File: src/rtl/register_bank_pkg.sv
// Shared defaults and the byte-merge helper for the register bank and its read ports.
package register_bank_pkg;

    localparam int DEFAULT_DATA_W   = 32;
    localparam int DEFAULT_ADDR_W   = 5;
    localparam int DEFAULT_NUM_READ = 2;
    localparam int DEFAULT_ZERO_REG = 1;
    localparam int DEFAULT_BYPASS   = 1;

    // A byte lane takes the new value only when its enable is set.
    function automatic logic [7:0] merge_byte(
        input logic [7:0] old_byte,
        input logic [7:0] new_byte,
        input logic       byte_en
    );
        return byte_en ? new_byte : old_byte;
    endfunction

endpackage

File: src/rtl/register_bank_read_port.sv
// One read port: picks the stored or forwarded word and registers data and busy.
module register_bank_read_port
    import register_bank_pkg::*;
#(
    parameter int DATA_W   = DEFAULT_DATA_W,
    parameter int ADDR_W   = DEFAULT_ADDR_W,
    parameter int ZERO_REG = DEFAULT_ZERO_REG,
    parameter int BYPASS   = DEFAULT_BYPASS
) (
    input  logic              clock,
    input  logic              reset_n,
    input  logic              read_en,
    input  logic [ADDR_W-1:0] read_addr,
    input  logic [DATA_W-1:0] stored_word,
    input  logic              pending_bit,
    input  logic              reg_write,
    input  logic [ADDR_W-1:0] write_address,
    input  logic [DATA_W-1:0] write_merged,
    output logic [DATA_W-1:0] data_out,
    output logic              busy_out
);

    logic              addr_hit;
    logic              is_zero;
    logic [DATA_W-1:0] read_word;
    logic              busy_now;

    // NOTE: every always_comb output gets a default first, so no path can
    // leave it unassigned and infer a latch.
    always_comb begin
        addr_hit  = reg_write && (write_address == read_addr);
        is_zero   = (ZERO_REG != 0) && (read_addr == '0);
        read_word = stored_word;
        busy_now  = pending_bit && !addr_hit;
        if ((BYPASS != 0) && addr_hit) begin
            read_word = write_merged;
        end
        if (is_zero) begin
            read_word = '0;
            busy_now  = 1'b0;
        end
    end

    // NOTE: clocked state uses non-blocking assignments so every flop samples
    // pre-edge values regardless of process ordering.
    always_ff @(posedge clock or negedge reset_n) begin
        if (!reset_n) begin
            data_out <= '0;
            busy_out <= 1'b0;
        end else if (read_en) begin
            data_out <= read_word;
            busy_out <= busy_now;
        end
    end

endmodule

File: src/rtl/register_bank.sv
// Multi-port register file with byte-masked writes, write forwarding and a
// pending-producer scoreboard with a registered population count.
module register_bank
    import register_bank_pkg::*;
#(
    parameter int DATA_W   = DEFAULT_DATA_W,
    parameter int ADDR_W   = DEFAULT_ADDR_W,
    parameter int NUM_READ = DEFAULT_NUM_READ,
    parameter int ZERO_REG = DEFAULT_ZERO_REG,
    parameter int BYPASS   = DEFAULT_BYPASS
) (
    input  logic                       clock,
    input  logic                       reset_n,
    input  logic [NUM_READ*ADDR_W-1:0] read_addr,
    input  logic [NUM_READ-1:0]        read_en,
    input  logic [ADDR_W-1:0]          write_address,
    input  logic [DATA_W-1:0]          write_data,
    input  logic [DATA_W/8-1:0]        write_mask,
    input  logic                       reg_write,
    input  logic                       reserve_en,
    input  logic [ADDR_W-1:0]          reserve_addr,
    output logic [NUM_READ*DATA_W-1:0] data_out,
    output logic [NUM_READ-1:0]        busy_out,
    output logic [ADDR_W:0]            pending_count
);

    localparam int NUM_REGS  = 2 ** ADDR_W;
    localparam int NUM_BYTES = DATA_W / 8;

    logic [DATA_W-1:0]   regs [NUM_REGS];
    logic [NUM_REGS-1:0] pending;
    logic [NUM_REGS-1:0] pending_next;
    logic [ADDR_W:0]     count_next;
    logic [DATA_W-1:0]   write_merged;
    logic                write_eff;
    logic                reserve_eff;

    // Register 0 is hard-wired when ZERO_REG is set, so it never stores or goes pending.
    always_comb begin
        write_eff    = reg_write  && !((ZERO_REG != 0) && (write_address == '0));
        reserve_eff  = reserve_en && !((ZERO_REG != 0) && (reserve_addr  == '0));
        write_merged = '0;
        for (int b = 0; b < NUM_BYTES; b++) begin
            write_merged[8*b +: 8] = merge_byte(regs[write_address][8*b +: 8],
                                                write_data[8*b +: 8], write_mask[b]);
        end
    end

    // Clear for the completing write first, then set for the new producer, so a
    // simultaneous reserve and write to one address leaves it pending.
    always_comb begin
        pending_next = pending;
        if (write_eff) begin
            pending_next[write_address] = 1'b0;
        end
        if (reserve_eff) begin
            pending_next[reserve_addr] = 1'b1;
        end
        count_next = '0;
        for (int i = 0; i < NUM_REGS; i++) begin
            count_next = count_next + (ADDR_W + 1)'(pending_next[i]);
        end
    end

    // NOTE: the storage array is cleared on reset because unwritten registers
    // must read as zero; this rules out mapping it onto a RAM macro.
    always_ff @(posedge clock or negedge reset_n) begin
        if (!reset_n) begin
            for (int i = 0; i < NUM_REGS; i++) begin
                regs[i] <= '0;
            end
            pending       <= '0;
            pending_count <= '0;
        end else begin
            if (write_eff) begin
                regs[write_address] <= write_merged;
            end
            pending       <= pending_next;
            pending_count <= count_next;
        end
    end

    for (genvar p = 0; p < NUM_READ; p++) begin : g_read
        logic [ADDR_W-1:0] port_addr;
        assign port_addr = read_addr[p*ADDR_W +: ADDR_W];

        register_bank_read_port #(
            .DATA_W   (DATA_W),
            .ADDR_W   (ADDR_W),
            .ZERO_REG (ZERO_REG),
            .BYPASS   (BYPASS)
        ) u_read_port (
            .clock         (clock),
            .reset_n       (reset_n),
            .read_en       (read_en[p]),
            .read_addr     (port_addr),
            .stored_word   (regs[port_addr]),
            .pending_bit   (pending[port_addr]),
            .reg_write     (reg_write),
            .write_address (write_address),
            .write_merged  (write_merged),
            .data_out      (data_out[p*DATA_W +: DATA_W]),
            .busy_out      (busy_out[p])
        );
    end

endmodule

File: config.mk
export PLATFORM = sky130hd
export DESIGN_NAME = register_bank
export DESIGN_NICKNAME = d
export VERILOG_FILES = /design/src/rtl/register_bank_pkg.sv /design/src/rtl/register_bank_read_port.sv /design/src/rtl/register_bank.sv
export SDC_FILE = /design/constraint.sdc
export NUM_CORES = 2
export LEC_CHECK = 0
export CAP_MARGIN = 20
export CORE_AREA = 4 4 401 403
export DETAILED_ROUTE_END_ITERATION = 10
export DIE_AREA = 0 0 405 407
export PLACE_DENSITY = 0.63
export SETUP_SLACK_MARGIN = 0.15
export SYNTH_ARGS = -nofsm -noshare
export SYNTH_HDL_FRONTEND = slang
export SYNTH_HIERARCHICAL = 1
export SYNTH_SLANG_ARGS = --single-unit
File: constraint.sdc
create_clock -name clock -period 8.4 [get_ports clock]
set_clock_uncertainty 0.1 [all_clocks]
set_input_delay 1.68 -clock clock [delete_from_list [all_inputs] [get_ports clock]]
set_output_delay 1.68 -clock clock [all_outputs]
set_load 0.02 [all_outputs]
Yosys cells after proc, flatten, opt, wreduce, memory -nomap -nowiden:

Index checks and enable logic that the tools add are counted.
Widths: inputs -> output; s select.

* flip-flop bits (word level): 1128
* output and inout port bits: 72
* word-level logic and storage cells: 136

* add/subtract/negate cells: 31
* order comparisons: 10
* eq/ne operators: 2
* mux-type cells: 32
* bitwise gates (word level): 6
* reduce and logical (&&, ||, !) cells: 17

Operator list (number)
* $bwmux 1024: 1
* $bmux 32 s5: 3
* $mux 32: 13
* $demux 32 s5: 1
* $add 6x1->6: 26
* $and 32x32->32: 1
* $mux 8: 4
* $not 32->32: 1
* $or 32x32->32: 1
* $lt 5x6->1 const B: 4
* $logic_not 5->1: 4
* $ge 6x6->1 const B: 3
* $not 5->6: 3
* $bmux 1 s5: 2
* $demux 1 s5: 2
* $eq 5x5->1: 2
* $ge 5x1->1 const B: 2
* $logic_and 1x1->1: 9
* $add 5x1->6: 1
* $lt 6x1->1 const B: 1
* $mux 1: 6
* $add 4x1->5: 1
* $add 3x1->4: 1
* $logic_not 1->1: 4
* other kinds (2): 2

Depth between registers and ports, before layout:

* depth in word-level cells: 40
* mapped depth: 26
* gate-level depth less buffers: 21

Hierarchy:

Netlist, hierarchy kept.

Modules (own cells, without submodules)
* register_bank: instances 1, cells each 4413, area each 65400.2 um^2
* register_bank_read_port: instances 2, cells each 196, area each 1778.0 um^2

Worst setup path before layout:

OpenSTA, ideal clock, no wires.

* path kind: input to register
* start: input write_address[1]
* end: register pending_count[4]
* library setup time: 80 ps
* arrival time: 7449 ps
* setup slack: 771 ps
* stages on the path: 23
* path buffers: 6
* path through: buf_4 -> buf_2 -> buf_4 -> buf_4 -> and3_1 -> buf_2 -> nand2_1 -> buf_1 -> a32oi_1 -> fa_1 -> inv_1 -> fa_1 -> inv_1 -> fa_1 -> fa_1 -> fa_1 -> fa_1 -> inv_1 -> ha_1 -> fa_1 -> a21o_1 -> a21oi_1 -> xnor2_1

* word-level cells in the longest chain between the ends: 40
* elaborated cells on any way between the ends: 44

RTL lines
* from (decl): RTL line register_bank.sv:16 `input logic [ADDR_W-1:0] write_address,`
* $lt 5x6->1 (not written as such) / $ge 5x1->1 (equally long branches): RTL line register_bank.sv:54 `pending_next[write_address] = 1'b0;`
* $logic_and 1x1->1 (not written as such): RTL line register_bank.sv:54
* $mux 1 (not written as such): RTL line register_bank.sv:54
* $demux 1 s5: RTL line register_bank.sv:54
* $not 32->32 (no line)
* $and 32x32->32 (no line)
* $mux 32 *: RTL line register_bank.sv:53 `if (write_eff) begin`
* $or 32x32->32 (no line)
* $mux 32 *: RTL line register_bank.sv:56 `if (reserve_eff) begin`
* $add 1x1->2: RTL line register_bank.sv:61 `count_next = count_next + (ADDR_W + 1)'(pending_next[i]);`
* $add 2x1->3: RTL line register_bank.sv:61
* $add 3x1->4: RTL line register_bank.sv:61
* $add 4x1->5: RTL line register_bank.sv:61
* $add 5x1->6: RTL line register_bank.sv:61
* $add 6x1->6 (25 in series): RTL line register_bank.sv:61
* $add 6x1->6 *: RTL line register_bank.sv:61
* via count_next[4]: RTL line register_bank.sv:33 `logic [ADDR_W:0] count_next;`
* to (signal assigned): RTL line register_bank.sv:79 `pending_count <= count_next;`
* to (decl): RTL line register_bank.sv:24 `output logic [ADDR_W:0] pending_count`

The timed path passes the listed nets; every way through them passes the cells marked *.
A chain may end at the register's enable or synchronous reset.

Worst setup path in the final report:

* start: input write_address[4]
* end: register pending_count[4]

Same word-level chain as after synthesis.

==> results by stage <==
Yosys:
- Yosys attributes the largest share of cell area to dfrtp_1 (41%), mux4_2 (23%), mux2_2 (17%).
- The synthesized netlist occupies a cell area of 68960 um2.
- The distinct cell type count after synthesis is 60.
- The share of flip-flops with an asynchronous set or reset after synthesis is 1.000.
- Of the post-synthesis cell area, the dominant cell type holds 0.4093.
- The instance count of the mapped netlist is a little under 5k.
- The most used flip-flop cell after synthesis is dfrtp_1.
- The number of enable flip-flop cells after synthesis is 0.
- The number of nets handed over by synthesis was between 4k and 5k.
- During synthesis, Yosys emitted a total of 6 warnings.
- In this run, synthesis produced a sequential element count of around 1.1k.
- The cell type with the highest aggregate area in the netlist is dfrtp_1.
- The synthesized area per cell is between 10 and 15 um2.
- For this run, the register share of the synthesized area comes to 0.4093.

GRT:
- The via count of the first global-routing pass was 48.51k.
- The number of antenna violations at the first check in global routing is 8.
- Entering global routing, the biggest net connects between 150 and 200 pins.
- The first global-routing pass estimated 362200 um of wire.
- In the global route stage, overall resource usage came out at 0.3078.
- The total overflow left after global routing is 0.

Run:
- Across the run, the number of max-cap violations was 0.

Cells and area:
- The library cell used most frequently in the layout, excluding fill and tap cells, is dfrtp_1.
- The share of post-route cells with drive strength above 1 is 0.4700.
- The number of nets at the end of the flow is 4794.
- Fill cells in the final layout number 13.50k.
- Leaving out fill and tap cells, the most frequent cells in the layout are dfrtp_1 (1128), mux2_2 (1051), mux4_2 (707).
- The area added between synthesis and finish is 11.59%.
- Leaving out filler cells and counting taps, the final layout contains approximately 6.9k.

Floorplan:
- Measured along the x axis, the die boundary spans 405 um.
- The die is slightly above 400 um tall.
- The row count is ~150.
- The die area is around 160000 um2.
- For this configuration, the core starts out at a cell density of 0.4379.
- The number of ports placed on the die boundary is approximately 130.
- The core area is between 150000 and 200000 um2.

Pwr:
- The net switching fraction of the power is 0.3167.
- The sequential group share of total power is 0.388.
- IR analysis of the VDD net gives a maximum drop of 517.9 uV.
- The internal power consumption is approximately 13 mW.
- For this design the static power due to leakage is 33.25 nW.
- The fraction of power consumed by the clock network is 0.313.
- The share of total power dissipated in combinational logic is 0.299.
- The switching power is approximately 6.2 mW.
- Dividing total power by cell area gives a power density of around 260 nW/um2.

Timing:
- The total negative slack for setup checks is 0 ns.
- The max-slew violation total from the final report is 0.
- The highest attainable clock frequency is 139.8 MHz.
- For the pin with the worst max-slew slack, the measured transition is ~1.3 ns.
- The total of endpoints with negative setup slack in the final report is 0.
- The smallest clock period supported by the final layout is computed as roughly 7.2 ns.
- The final count of hold timing violations was 0.
- The worst-case headroom to the max-slew limit is 0.1582.
- Dividing the final minimum period by the clock period gives 0.8517.
- Setup repair after global routing left no endpoint under its margin.

CTS:
- The clock-pin transition on the worst setup and hold timing paths is 0.06 ns.
- The clock root buffer is clkbuf_16.
- The clock latency on the worst-skew pair is 0.79 ns.
- The clock tree synthesis step divided the H-tree into 4 levels.
- The clock buffer count from CTS is 131.
- The total of hold buffers inserted after clock tree synthesis is 0.
- The clock tree from TritonCTS is done.
- The post-CTS setup buffer count is 0.
- The buffer levels on the longest clock path is 3.
- The clock net sink count is around 1.1k.
- The number of gates resized after CTS was 0.

Worst hold path:
- The worst hold path was traced through 0 stages.
- The destination of the worst hold path is regs[1013].
- The start point of the worst min-delay path is regs[1013].
- The path category of the worst min-delay check is reg -> reg.

Route:
- The routed design has 254000 um of wire.
- Detailed routing inserted a total of around 48k vias.
- The detailed router finished its first iteration with slightly above 6k violations.
- After detailed routing, the number of remaining DRC violations is 0.
- The amount of wire on met2 after detailed routing is approximately 110000 um.
- In the final routing, the length of wire on met1 measures ~100000 um.
- In the final routed layout, each cell accounts on average for approximately 37 um.
- The highest layer touched by signal routing is met5.
- The number of antenna-violating nets in the routed design is 0.
- The first TritonRoute pass finished after 8 iterations.
- The post-detailed-route via-to-cell ratio is roughly 7.0.
- Wire segments on met3 add up to about 28000 um in the final route.

Setup path:
- The highest fanout seen on the critical path is 6.
- The capturing point of the worst reg2reg path is pending_count[4].
- The critical path startpoint category is an input port.
- STA classifies the critical path endpoint as a flop.
- The number of cell instances on the worst register-to-register path is 15.
- Data on the critical path is required at its endpoint by around 9 ns.
- The reg-to-reg startpoint is pending[19].
- In this run the register-to-register setup slack is around 3.3 ns.
- At the worst endpoint, the arrival time is slightly below 8 ns.
- The type of the worst setup path is in -> reg.

Placement:
- The last weighted congestion value of the routability-driven placer is slightly below 0.9.
- Detailed placement ended at an HPWL of approximately 150000 um.
- During placement, the flow inserted port buffers numbering about 130.
- Once placement completed, the tool counted placed cells totaling between 6k and 7k.

Status:
- The run finished with clean final reports.
sequential cells by signal (all words and copies together) (netlist names):
signal                       count
g_read.u_read_port/busy_out      2
pending                         32
pending_count                    6
regs                          1024
g_read.u_read_port/data_out     64
layout make-up:
type                       count  area, um2  area share
tap                         2072       2592     0.03369
clock buffer                 189       3850     0.05003
sequential                  1128      28230      0.3668
inverter                     147      551.8    0.007171
antenna                        6      15.01   0.0001951
clock inverter                51      774.5     0.01007
multi-input combinational   2980      37990      0.4938
timing repair buffer         313       2944     0.03826
worst max path at each step:
stage,start,to,slack [ns],cells after the start
after floorplan,write_address[1],pending_count[4],0.77,23
after global placement,write_address[4],pending_count[4],0.47,19
after detailed placement,write_address[4],pending_count[4],0.42,19
after CTS,write_address[4],pending_count[4],1.24,19
after global routing,write_address[4],pending_count[4],0.91,19
final,write_address[4],pending_count[4],1.25,19
cells by family (layout without fill, tap and decap cells):
| logic type | after synthesis | in the layout | share of synthesized area |
|---|---|---|---|
| adders and majority gates | 31 | 31 | 0.008238 |
| muxes | 2186 | 2186 | 0.4649 |
| other | 0 | 6 | 0 |
| buffers and inverters | 697 | 700 | 0.04429 |
| and+or+nand+nor | 374 | 374 | 0.02976 |
| AOI/OAI and AO/OA | 376 | 376 | 0.04182 |
| DFF | 1128 | 1128 | 0.4093 |
| xor gates and xnor gates | 13 | 13 | 0.001651 |
synth_stat cells, drive strengths merged, types with 4 or more instances:
master and n:
mux2 1063, inv 147, o21ai 14, o32ai 4, clkbuf 245, nand2 124, buf 305, nor2 34
dfrtp 1128, a21oi 13, mux4 707, a32oi 45, nand4bb 4, o22ai 131, a22oi 80, nor4 39
nand4b 5, xor2 9, and2 11, mux2i 416, nand3 29, xnor2 4, nor3 6, a32o 5
nand2b 8, o221ai 64, fa 24, or2 17, a22o 8, nand4 67, ha 7, nor2b 14
critical path, stage by stage:
cell and delay (ns):
clkdlybuf4s50_1 0.70, nand2b_1 0.32, nor2_1 0.60, nand2_4 0.11, a22oi_1 0.28, fa_1 0.44, inv_1 0.10, fa_1 0.38
inv_1 0.08, fa_1 0.43, fa_1 0.53, fa_1 0.42, fa_1 0.49, inv_1 0.04, ha_1 0.20, fa_1 0.46
a21o_1 0.17, a21oi_1 0.17, xnor2_1 0.13
layer usage:
layer / vias to the layer above / global-route usage
met4: 8 / 0.1390
met3: 665 / 0.08371
met2: 3045 / 0.4600
met1: 25864 / 0.4217
met5: - / 0
li1: 18685 / -
power by group through the flow:
stage          logic, mW  registers [mW]  clock network, mW
2_1_floorplan       4.36            7.41                  0
3_3_place_gp        5.86            7.61                  0
3_5_place_dp        5.89            7.68                  0
4_1_cts             5.92            7.59               6.24
5_1_grt             6.48            7.78               6.45
6_report            5.90            7.65               6.18
stage by stage:
stage               power (mW)  worst slack [ns]    util  cell area (um2)  hold slack, ns
floorplan                11.77            0.7713       -            68960          0.3580
global placement         13.47            0.4673  0.4592            72300          0.2971
detailed placement       13.57            0.4190  0.4592            72300          0.3043
CTS                      19.75             1.237  0.4885            76930          0.3175
global route             20.71            0.9128  0.4886            76930          0.3316
finish                   19.72             1.245  0.4887            76950          0.3211
Power figures use the tool's default switching activity.
